## src/rtl/asi_pkg.sv

```systemverilog
// Shared constants and types for the ASI slave write path: burst types,
// legal wrap lengths, transfer sizes and the per-beat record.
package asi_pkg;

  localparam int AXI_AW    = 40;
  localparam int AXI_IW    = 8;
  localparam int AXI_LW    = 8;
  localparam int AXI_SW    = 3;
  localparam int SLV_BYTES = 16;

  localparam logic [1:0] BT_FIXED    = 2'b00;
  localparam logic [1:0] BT_INCR     = 2'b01;
  localparam logic [1:0] BT_WRAP     = 2'b10;
  localparam logic [1:0] BT_RESERVED = 2'b11;

  // Wrap lengths are expressed as AxLEN values (beats - 1).
  localparam logic [7:0] WRAP_BL_2  = 8'd1;
  localparam logic [7:0] WRAP_BL_4  = 8'd3;
  localparam logic [7:0] WRAP_BL_8  = 8'd7;
  localparam logic [7:0] WRAP_BL_16 = 8'd15;

  localparam logic [2:0] TRSIZE_1   = 3'd0;
  localparam logic [2:0] TRSIZE_2   = 3'd1;
  localparam logic [2:0] TRSIZE_4   = 3'd2;
  localparam logic [2:0] TRSIZE_8   = 3'd3;
  localparam logic [2:0] TRSIZE_16  = 3'd4;
  localparam logic [2:0] TRSIZE_32  = 3'd5;
  localparam logic [2:0] TRSIZE_64  = 3'd6;
  localparam logic [2:0] TRSIZE_128 = 3'd7;

  typedef enum logic [0:0] {
    ST_IDLE  = 1'b0,
    ST_BURST = 1'b1
  } wbeat_state_e;

  typedef struct packed {
    logic [AXI_IW-1:0]    id;
    logic [AXI_AW-1:0]    addr;
    logic [SLV_BYTES-1:0] mask;
    logic [AXI_LW-1:0]    idx;
    logic                 last;
    logic                 err;
  } asi_beat_t;

endpackage

```

## src/rtl/asi_beat_addr.sv

```systemverilog
// Combinational AXI beat arithmetic: address of the following beat and the
// byte-lane mask of the current beat for FIXED, INCR and WRAP bursts.
module asi_beat_addr
  import asi_pkg::*;
#(
  parameter int AW     = AXI_AW,
  parameter int LW     = AXI_LW,
  parameter int SW     = AXI_SW,
  parameter int NBYTES = SLV_BYTES
) (
  input  logic [AW-1:0]     addr,
  input  logic [AW-1:0]     cmd_addr,
  input  logic [LW-1:0]     len,
  input  logic [SW-1:0]     size,
  input  logic [1:0]        burst,
  output logic [AW-1:0]     next_addr,
  output logic [NBYTES-1:0] mask
);

  localparam int            LB  = $clog2(NBYTES);
  localparam logic [AW-1:0] ONE = AW'(1);

  logic [AW-1:0] sz_bytes;
  logic [AW-1:0] aligned;
  logic [AW-1:0] incr_addr;
  logic [AW-1:0] wbytes;
  logic [AW-1:0] lower;
  int            lo;
  int            hi;

  always_comb begin
    sz_bytes  = ONE << size;
    aligned   = addr & ~(sz_bytes - ONE);
    incr_addr = aligned + sz_bytes;
    wbytes    = (AW'(len) + ONE) << size;
    lower     = cmd_addr & ~(wbytes - ONE);

    case (burst)
      BT_FIXED: next_addr = cmd_addr;
      BT_WRAP:  next_addr = (incr_addr == (lower + wbytes)) ? lower : incr_addr;
      default:  next_addr = incr_addr;
    endcase
  end

  // Lanes run from the (possibly unaligned) start byte up to the end of the
  // size-aligned container, clipped at the top of the data bus.
  always_comb begin
    mask = '0;
    lo   = int'(addr[LB-1:0]);
    if (int'(size) >= LB) begin
      hi = NBYTES;
    end else begin
      hi = int'(aligned[LB-1:0]) + int'(sz_bytes[LB:0]);
    end
    for (int i = 0; i < NBYTES; i++) begin
      mask[i] = (i >= lo) && (i < hi);
    end
  end

endmodule

```

## src/rtl/asi_wbeat_gen.sv

```systemverilog
// Expands one accepted AW command into a stream of per-beat address, lane
// mask and last flag. ASI_ADDR_CHECK_EN enables the illegal-command check.
module asi_wbeat_gen #(
  parameter int AXI_AW    = asi_pkg::AXI_AW,
  parameter int AXI_IW    = asi_pkg::AXI_IW,
  parameter int AXI_LW    = asi_pkg::AXI_LW,
  parameter int AXI_SW    = asi_pkg::AXI_SW,
  parameter int SLV_BYTES = asi_pkg::SLV_BYTES
) (
  input  logic                 ACLK,
  input  logic                 ARESETn,
  input  logic                 cmd_valid,
  output logic                 cmd_ready,
  input  logic [AXI_IW-1:0]    cmd_id,
  input  logic [AXI_AW-1:0]    cmd_addr,
  input  logic [AXI_LW-1:0]    cmd_len,
  input  logic [AXI_SW-1:0]    cmd_size,
  input  logic [1:0]           cmd_burst,
  output logic                 beat_valid,
  input  logic                 beat_ready,
  output logic [AXI_IW-1:0]    beat_id,
  output logic [AXI_AW-1:0]    beat_addr,
  output logic [SLV_BYTES-1:0] beat_mask,
  output logic [AXI_LW-1:0]    beat_idx,
  output logic                 beat_last,
  output logic                 beat_err
);

  import asi_pkg::*;

  wbeat_state_e        state_q, state_d;
  logic [AXI_IW-1:0]   id_q, id_d;
  logic [AXI_AW-1:0]   addr_q, addr_d;
  logic [AXI_AW-1:0]   base_q, base_d;
  logic [AXI_LW-1:0]   len_q, len_d;
  logic [AXI_LW-1:0]   idx_q, idx_d;
  logic [AXI_SW-1:0]   size_q, size_d;
  logic [1:0]          burst_q, burst_d;
  logic                last_q, last_d;

  logic [AXI_AW-1:0]    next_addr;
  logic [SLV_BYTES-1:0] lane_mask;
  logic                 beat_hs;
  logic                 cmd_hs;

  asi_beat_addr #(
    .AW     (AXI_AW),
    .LW     (AXI_LW),
    .SW     (AXI_SW),
    .NBYTES (SLV_BYTES)
  ) u_beat_addr (
    .addr      (addr_q),
    .cmd_addr  (base_q),
    .len       (len_q),
    .size      (size_q),
    .burst     (burst_q),
    .next_addr (next_addr),
    .mask      (lane_mask)
  );

  // Accepting during the final beat handshake keeps bursts back to back.
  assign beat_valid = (state_q == ST_BURST);
  assign beat_hs    = beat_valid & beat_ready;
  assign cmd_ready  = (state_q == ST_IDLE) | (beat_hs & last_q);
  assign cmd_hs     = cmd_valid & cmd_ready;

  assign beat_id   = id_q;
  assign beat_addr = addr_q;
  assign beat_idx  = idx_q;
  assign beat_last = last_q;
  assign beat_mask = beat_valid ? lane_mask : '0;

  always_comb begin
    state_d = state_q;
    id_d    = id_q;
    addr_d  = addr_q;
    base_d  = base_q;
    len_d   = len_q;
    idx_d   = idx_q;
    size_d  = size_q;
    burst_d = burst_q;
    last_d  = last_q;

    if (cmd_hs) begin
      state_d = ST_BURST;
      id_d    = cmd_id;
      addr_d  = cmd_addr;
      base_d  = cmd_addr;
      len_d   = cmd_len;
      idx_d   = '0;
      size_d  = cmd_size;
      burst_d = cmd_burst;
      last_d  = (cmd_len == '0);
    end else if (beat_hs) begin
      if (last_q) begin
        state_d = ST_IDLE;
      end else begin
        idx_d  = idx_q + AXI_LW'(1);
        addr_d = next_addr;
        last_d = ((idx_q + AXI_LW'(1)) == len_q);
      end
    end
  end

  always_ff @(posedge ACLK or negedge ARESETn) begin
    if (!ARESETn) begin
      state_q <= ST_IDLE;
      id_q    <= '0;
      addr_q  <= '0;
      base_q  <= '0;
      len_q   <= '0;
      idx_q   <= '0;
      size_q  <= '0;
      burst_q <= '0;
      last_q  <= 1'b0;
    end else begin
      state_q <= state_d;
      id_q    <= id_d;
      addr_q  <= addr_d;
      base_q  <= base_d;
      len_q   <= len_d;
      idx_q   <= idx_d;
      size_q  <= size_d;
      burst_q <= burst_d;
      last_q  <= last_d;
    end
  end

`ifdef ASI_ADDR_CHECK_EN
  localparam int LB = $clog2(SLV_BYTES);

  logic              err_q, err_d;
  logic              cmd_err;
  logic              wrap_len_ok;
  logic [AXI_AW-1:0] chk_sz;
  logic [AXI_AW-1:0] chk_span;
  logic [AXI_AW-1:0] chk_end;

  // The 4 KB test uses the last byte of the burst measured from the aligned start.
  always_comb begin
    chk_sz      = AXI_AW'(1) << cmd_size;
    chk_span    = (AXI_AW'(cmd_len) + AXI_AW'(1)) << cmd_size;
    chk_end     = (cmd_addr & ~(chk_sz - AXI_AW'(1))) + chk_span - AXI_AW'(1);
    wrap_len_ok = (cmd_len == AXI_LW'(WRAP_BL_2)) | (cmd_len == AXI_LW'(WRAP_BL_4)) |
                  (cmd_len == AXI_LW'(WRAP_BL_8)) | (cmd_len == AXI_LW'(WRAP_BL_16));
    cmd_err     = (cmd_burst == BT_RESERVED) |
                  ((cmd_burst == BT_WRAP) & ~wrap_len_ok) |
                  ((cmd_burst == BT_WRAP) & ((cmd_addr & (chk_sz - AXI_AW'(1))) != '0)) |
                  (int'(cmd_size) > LB) |
                  ((cmd_burst == BT_INCR) & (cmd_addr[AXI_AW-1:12] != chk_end[AXI_AW-1:12]));
    err_d       = cmd_hs ? cmd_err : err_q;
  end

  always_ff @(posedge ACLK or negedge ARESETn) begin
    if (!ARESETn) begin
      err_q <= 1'b0;
    end else begin
      err_q <= err_d;
    end
  end

  assign beat_err = err_q;
`else
  assign beat_err = 1'b0;
`endif

endmodule

```

## config.mk

```make
export PLATFORM = sky130hd
export DESIGN_NAME = asi_wbeat_gen
export DESIGN_NICKNAME = d
export VERILOG_FILES = /design/src/rtl/asi_pkg.sv /design/src/rtl/asi_beat_addr.sv /design/src/rtl/asi_wbeat_gen.sv
export SDC_FILE = /design/constraint.sdc
export NUM_CORES = 1
export LEC_CHECK = 0
export CAP_MARGIN = 20
export CORE_UTILIZATION = 40
export CTS_CLUSTER_SIZE = 40
export DETAILED_ROUTE_END_ITERATION = 7
export GPL_TIMING_DRIVEN = 0
export PLACE_DENSITY = 0.67
export SYNTH_ARGS = -nofsm -noshare
export SYNTH_HDL_FRONTEND = slang
export SYNTH_SLANG_ARGS = --single-unit
```

## constraint.sdc

```tcl
create_clock -name ACLK -period 6.6 [get_ports ACLK]
set_input_delay 0.99 -clock ACLK [delete_from_list [all_inputs] [get_ports ACLK]]
set_output_delay 0.99 -clock ACLK [all_outputs]
set_load 0.005 [all_outputs]
```

==> run metrics, run 1 <==
multi-input logic area=8190 um^2; fin nets=1752; routed wire length=49900 um; post-synthesis sequential area ratio=25.7%; vias in the first global route=12224; Slew HR=36.5%; register area=2780 um^2; Clock Latency Late Sink=0.38 ns; Hold/Removal Path Class=flop to flop; Req. time, crit path=6.87 ns; Die Y=166 um; Critical Path Start=size_q[2]$_DFFE_PN0P_; r2r startpoint=size_q[2]$_DFFE_PN0P_; # fillers=2549; Final Cell Area=14400 um^2; Leakage=5.75 nW; Pwr per Cell Area=609 nW/um^2; crit path max fanout=10; Synth Register Bits=111; Initial DRT Pass Iterations=8; Synth Warn #=0; Routed WL per cell=24.8 um; initial antenna violation count=1; final hold viol count=0; final setup margin=0.0310 ns; TritonCTS clock tree=yes; Core Box Area=26300 um^2; slowest CP cell=a311oi_4; share of cells above drive strength 1=15.4%; Root Driver=clkbuf_16; DR iter-0 viols=1526; Final Slew Violations=0; CP endpoint=beat_addr[23]$_DFFE_PN0P_; top cells by area, synth=dfrtp_1 (26%), nand2_1 (11%), xnor2_1 (6.2%); GPL Wtd Cong=0.976; Initial Util=41.1%; total number of vias=12808; crit path time final=6.57 ns; Post-Synthesis Cells=1453; vias per inst=6.36; placed cell count=1928; worst-path cell chain=clkbuf_2 > clkbuf_2 > clkbuf_4 > clkbuf_4 > nor2b_1 > ha_1 > nor2_1 > o221ai_1 > a311oi_4 > buf_4 > nor2_4 > xnor2_1 > a211oi_1 > or2_2 > o2111ai_2 > a2111oi_2 > nand4_1 > a2111o_1 > a2111oi_4 > nand4_4 > or2_1 > buf_8 > mux2i_1 > a221o_1; MaxCap Viol Count=0; Setup crit end kind=flop; Placement Cell Area=12600 um^2; GR Overflow Total=0; largest area contributor in the netlist=dfrtp_1; cts bufs inserted=9; Post-CTS Hold Fix Bufs=0; post-route insts no fill=2013; register-to-register setup slack=0.03 ns; clk_skew=0.0220 ns; Max stage delay on crit path=0.47 ns; Critical Path AT=6.83 ns; Port-buffer cells=139; antenna viol nets, final=0; die area=27700 um^2; number of flops mapped to enable cells by yosys=0; crit path kind=flop to flop; num rows=59; failing checks=design-rule violations; Chip Width=166 um; CTS clk-pin slew, worst paths=0.10 ns; Total GRT Usage=35.8%; Detailed Place HPWL=37800 um; area grow syn2layout=32.9%; CP startpoint kind=flop; IO Count=141; dpl ws=-1.52 ns; Max Freq=152 MHz; Syn Nets=1532; Max clock buf depth=2; Yosys cell types=98; Residual DRC=4; n_diodes=0; syn avg cell area=7.43 um^2; RR Endpoint=beat_addr[23]$_DFFE_PN0P_; first-pass GRT wire length=75400 um; fin crit share=99.5%; Worst-Margin Slew=0.953 ns; RSZ-0062 raised after global routing=true; Peak VDD IR=0.269 mV; largest net degree at the start of global routing=61; CTS H-tree depth=3; Setup Viol. Count Final=0; Fin Setup TNS=0 ns; Yosys top cell area share=25.7%; fraction of registers with async set/reset=100%; Primary FF master, synth=dfrtp_1; Reg2Reg Depth=24; CTS Sinks=111; status=finished with violations; post-route core utilization=54.6%; Synth Cell Area=10800 um^2
==> routing by layer <==
layer	GRT usage, %	up-vias	part of all wire (%)
li1	-	5735	-
met1	49.5	6253	43
met2	53.9	719	43
met3	9.20	99	11
met4	11.8	2	2.8
met5	0	-	0.026
==> timing repair <==
| action | 4_1_cts | 5_1_grt |
|---|---|---|
| gates resized for setup | 99 | 84 |
| pin swaps | 42 | 34 |
| setup endpoints to repair | 40 | 40 |
| buffers inserted | 52 | 18 |
| cloned | 1 | 0 |
==> power breakdown <==
group | switching, mW | internal, mW
clock network | 0.332 | 0.311
registers | 0.485 | 0.992
logic | 3.98 | 2.65
==> sequential cells by signal, summed over array words and instances (netlist names) <==
name        flops
beat_idx        8
beat_last       1
base_q         40
beat_addr      40
size_q          3
beat_valid      1
beat_id         8
len_q           8
burst_q         2
==> worst min-delay path by stage <==
stage,startpoint,endpoint,slack (ns),cells past startpoint
floorplan,base_q[14]$_DFFE_PN0P_,base_q[14]$_DFFE_PN0P_,0.45,2
global placement,beat_id[7]$_DFFE_PN0P_,beat_id[7]$_DFFE_PN0P_,0.46,2
detailed placement,beat_id[3]$_DFFE_PN0P_,beat_id[3]$_DFFE_PN0P_,0.47,2
CTS,beat_id[7]$_DFFE_PN0P_,beat_id[7]$_DFFE_PN0P_,0.49,2
global route,beat_id[2]$_DFFE_PN0P_,beat_id[2]$_DFFE_PN0P_,0.51,2
finish,beat_id[7]$_DFFE_PN0P_,beat_id[7]$_DFFE_PN0P_,0.49,2
==> kinds of logic after synthesis <==
logic type | Yosys count | synth area share (%)
and+or+nand+nor | 684 | 30.5
adders and majority gates | 14 | 1.62
DFF | 111 | 25.7
xor gates and xnor gates | 113 | 9.29
AOI/OAI and AO/OA | 386 | 25.8
buffers and inverters | 120 | 4.68
muxes | 24 | 2.32
other | 1 | 0.0347
==> cell usage in the layout, fill, tap and decap left out, types with 18 or more instances in the layout <==
cell type,n
a21oi_1,51
a221o_1,24
and3_1,21
buf_4,59
buf_6,18
clkbuf_1,49
clkdlybuf4s50_1,138
dfrtp_1,109
inv_1,36
nand2_1,323
nand2b_1,23
nand3_1,42
nand4_1,24
nor2_1,82
nor3_1,26
o21ai_0,80
xnor2_1,73
xor2_1,34
==> worst max-delay path, delay by kind of cell (launching register included) <==
kind / cells / cell delay [ns]
DFF: 1 / 0.43
xor gates and xnor gates: 1 / 0.21
buffers and inverters: 6 / 1.50
adders and majority gates: 1 / 0.29
AOI/OAI and AO/OA: 8 / 2.60
muxes: 1 / 0.13
and+or+nand+nor: 7 / 1.27
==> cells in the mapped netlist (8+ instances only) <==
master / count
nand2b_1: 23
o21ai_0: 84
a21o_1: 9
a21oi_1: 56
nor3_1: 34
o22ai_1: 8
nor2_1: 91
o31ai_1: 12
or2_2: 13
dfrtp_1: 111
and4_1: 9
mux2i_1: 16
xnor2_1: 77
clkbuf_1: 58
a221o_1: 24
o211ai_1: 15
a2111oi_0: 9
inv_1: 37
ha_1: 14
a21boi_0: 8
xor2_1: 35
nor4_1: 14
nand3_1: 45
nor2b_1: 11
a211oi_1: 18
buf_2: 14
a221oi_1: 10
and3_1: 24
o21ai_1: 12
or3_1: 14
nand2_1: 324
and2_1: 16
nand4_1: 24
a31oi_1: 14
==> area by class of cell <==
type | instances | area share, %
timing repair buffer | 212 | 14.3
sequential | 111 | 19.4
clock inverter | 7 | 0.715
clock buffer | 9 | 1.57
buffer | 80 | 3.09
multi-input combinational | 1222 | 57.0
tap | 335 | 2.92
inverter | 37 | 0.994
==> stage by stage <==
step	total power, mW	hold slack (ns)
floorplan	4.98	0.454
global placement	7.06	0.458
global route	9.25	0.510
CTS	8.23	0.493
detailed placement	7.07	0.465
finish	8.75	0.486
No activity file was read; power rests on OpenSTA's default activity.
==> run 2, diff against run 1 <==
--- a/config.mk
+++ b/config.mk
@@ -5,9 +5,9 @@
 export SDC_FILE = /design/constraint.sdc
 export NUM_CORES = 1
 export LEC_CHECK = 0
-export CAP_MARGIN = 20
+export CAP_MARGIN = 25
 export CORE_UTILIZATION = 40
-export CTS_CLUSTER_SIZE = 40
+export CTS_CLUSTER_SIZE = 10
 export DETAILED_ROUTE_END_ITERATION = 7
 export GPL_TIMING_DRIVEN = 0
 export PLACE_DENSITY = 0.67
==> run metrics, run 2 (synthesis results as in run 1) <==
IO Count=141 (unchanged); GPL Wtd Cong=0.976 (unchanged); r2r startpoint=size_q[2]$_DFFE_PN0P_; DR iter-0 viols=1526 (unchanged); Setup crit end kind=flop; Critical Path AT=6.83 ns (about the same); register-to-register setup slack=0.03 ns (about the same); Max clock buf depth=2 (unchanged); Total GRT Usage=35.8% (unchanged); Buffers & Inverters on Critical Path=6 (unchanged); CTS Sinks=111 (unchanged); Power, Total=8.75 mW (unchanged); crit path kind=flop to flop; crit path max fanout=10 (unchanged); vias in the first global route=12224 (unchanged); TritonCTS clock tree=yes; GR Overflow Total=0 (unchanged); Slew HR=36.5% (unchanged); Port-buffer cells=139 (unchanged); Max stage delay on crit path=0.47 ns (about the same); final hold viol count=0 (unchanged); RR Endpoint=beat_addr[23]$_DFFE_PN0P_; Clock Latency Late Sink=0.38 ns (about the same); dpl ws=-1.52 ns (unchanged); Setup Viol. Count Final=0 (unchanged); largest net degree at the start of global routing=61 (unchanged); Detailed Place HPWL=37800 um (unchanged); post-route insts no fill=2013 (unchanged); first-pass GRT wire length=75400 um (unchanged); Post-CTS Hold Fix Bufs=0 (unchanged); die area=27700 um^2 (unchanged); most frequent cells in the layout=nand2_1 (323), clkdlybuf4s50_1 (138), dfrtp_1 (109), nor2_1 (82), o21ai_0 (80); share of cells above drive strength 1=15.4% (unchanged); Leakage=5.75 nW (unchanged); hold path startpoint=beat_id[7]$_DFFE_PN0P_; Reg2Reg Depth=24 (unchanged); routed wire length=49900 um (unchanged); fin crit share=99.5% (unchanged); Routed WL per cell=24.8 um (unchanged); RSZ-0062 raised after global routing=true; Peak VDD IR=0.269 mV (unchanged); initial antenna violation count=1 (unchanged); worst-path cell chain=clkbuf_2 > clkbuf_2 > clkbuf_4 > clkbuf_4 > nor2b_1 > ha_1 > nor2_1 > o221ai_1 > a311oi_4 > buf_4 > nor2_4 > xnor2_1 > a211oi_1 > or2_2 > o2111ai_2 > a2111oi_2 > nand4_1 > a2111o_1 > a2111oi_4 > nand4_4 > or2_1 > buf_8 > mux2i_1 > a221o_1; CTS clk-pin slew, worst paths=0.10 ns (about the same); final setup margin=0.0310 ns (unchanged); Crit path max-delay family=compound AO/OA/AOI/OAI gates; crit path time final=6.57 ns (unchanged); Critical Path Start=size_q[2]$_DFFE_PN0P_; slowest CP cell=a311oi_4; Max Freq=152 MHz (unchanged); hold path cells=2 (unchanged); Pwr per Cell Area=609 nW/um^2 (unchanged); antenna viol nets, final=0 (unchanged); vias per inst=6.36 (unchanged); MaxCap Viol Count=0 (unchanged); num rows=59 (unchanged); Initial Util=41.1% (unchanged); area grow syn2layout=32.9% (unchanged); Worst-Margin Slew=0.953 ns (unchanged); fin nets=1752 (unchanged); most common cell after layout, fill and taps aside=nand2_1; Final Slew Violations=0 (unchanged); Chip Width=166 um (unchanged); cts bufs inserted=9 (unchanged); Req. time, crit path=6.87 ns (about the same); Die Y=166 um (unchanged); Hold/Removal Path Class=flop to flop; Residual DRC=4 (unchanged); status=finished with violations; failing checks=design-rule violations; Root Driver=clkbuf_16; clk_skew=0.0220 ns (unchanged); Hold EP=beat_id[7]$_DFFE_PN0P_; total number of vias=12808 (unchanged); n_diodes=0 (unchanged); Initial DRT Pass Iterations=8 (unchanged); CP startpoint kind=flop; CTS H-tree depth=3 (unchanged); placed cell count=1928 (unchanged); Core Box Area=26300 um^2 (unchanged)
run 2: cell counts in the layout (fill, tap and decap cells not counted):
No cell type changed its count.
run 2: worst min-delay path, stage by stage (launching register included):
cell	delay (ns)
dfrtp_1	0.35
nand2_1	0.05
nand2_1	0.05
run 2: routing by layer:
metal  up-vias  wire [um]  GRT usage (%)
li1       5735          -              -
met1      6253      21500           49.5
met2       719      21600           53.9
met3        99       5460           9.20
met4         2       1380           11.8
met5         -         13              0
run 2: worst max-delay path by stage:
stage / to / slack (ns) / cells after the start
global placement: beat_addr[32]$_DFFE_PN0P_ / -1.58 / 25
global route: beat_addr[23]$_DFFE_PN0P_ / -0.23 / 26
detailed placement: beat_addr[36]$_DFFE_PN0P_ / -1.52 / 25
finish: beat_addr[23]$_DFFE_PN0P_ / 0.03 / 24
floorplan: beat_addr[23]$_DFFE_PN0P_ / 0.15 / 25
CTS: beat_addr[23]$_DFFE_PN0P_ / -0.02 / 26
run 2: repair_timing:
item                       4_1_cts  5_1_grt
buffers inserted                52       18
setup endpoints to repair       40       40
gates cloned                     1        0
gates resized for setup         99       84
pin swaps                       42       34
run 2: layout make-up:
| type | instances | area [um^2] |
|---|---|---|
| Buffer | 80 | 443 |
| Clock buffer | 9 | 225 |
| Clock inverter | 7 | 103 |
| Fill cell | 2549 | 11900 |
| Inverter | 37 | 143 |
| Multi-Input combinational cell | 1222 | 8190 |
| Sequential cell | 111 | 2780 |
| Tap cell | 335 | 419 |
| Timing Repair Buffer | 212 | 2050 |
run 2: through the flow:
stage	hold WS, ns	TNS, ns	cell area [um^2]	util, %
6_report	0.486	0	14400	54.6
5_1_grt	0.510	-4.17	14400	54.6
4_1_cts	0.493	-0.0197	13900	52.7
3_5_place_dp	0.465	-53.41	12600	48.1
3_3_place_gp	0.458	-70.95	12600	48.0
2_1_floorplan	0.454	0	10800	-
run 2: report_power, final:
part           internal [mW]  total [mW]  switching, mW
Sequential             0.992        1.48          0.485
Clock                  0.311       0.644          0.332
Combinational           2.65        6.63           3.98
Total                   3.95        8.75           4.80
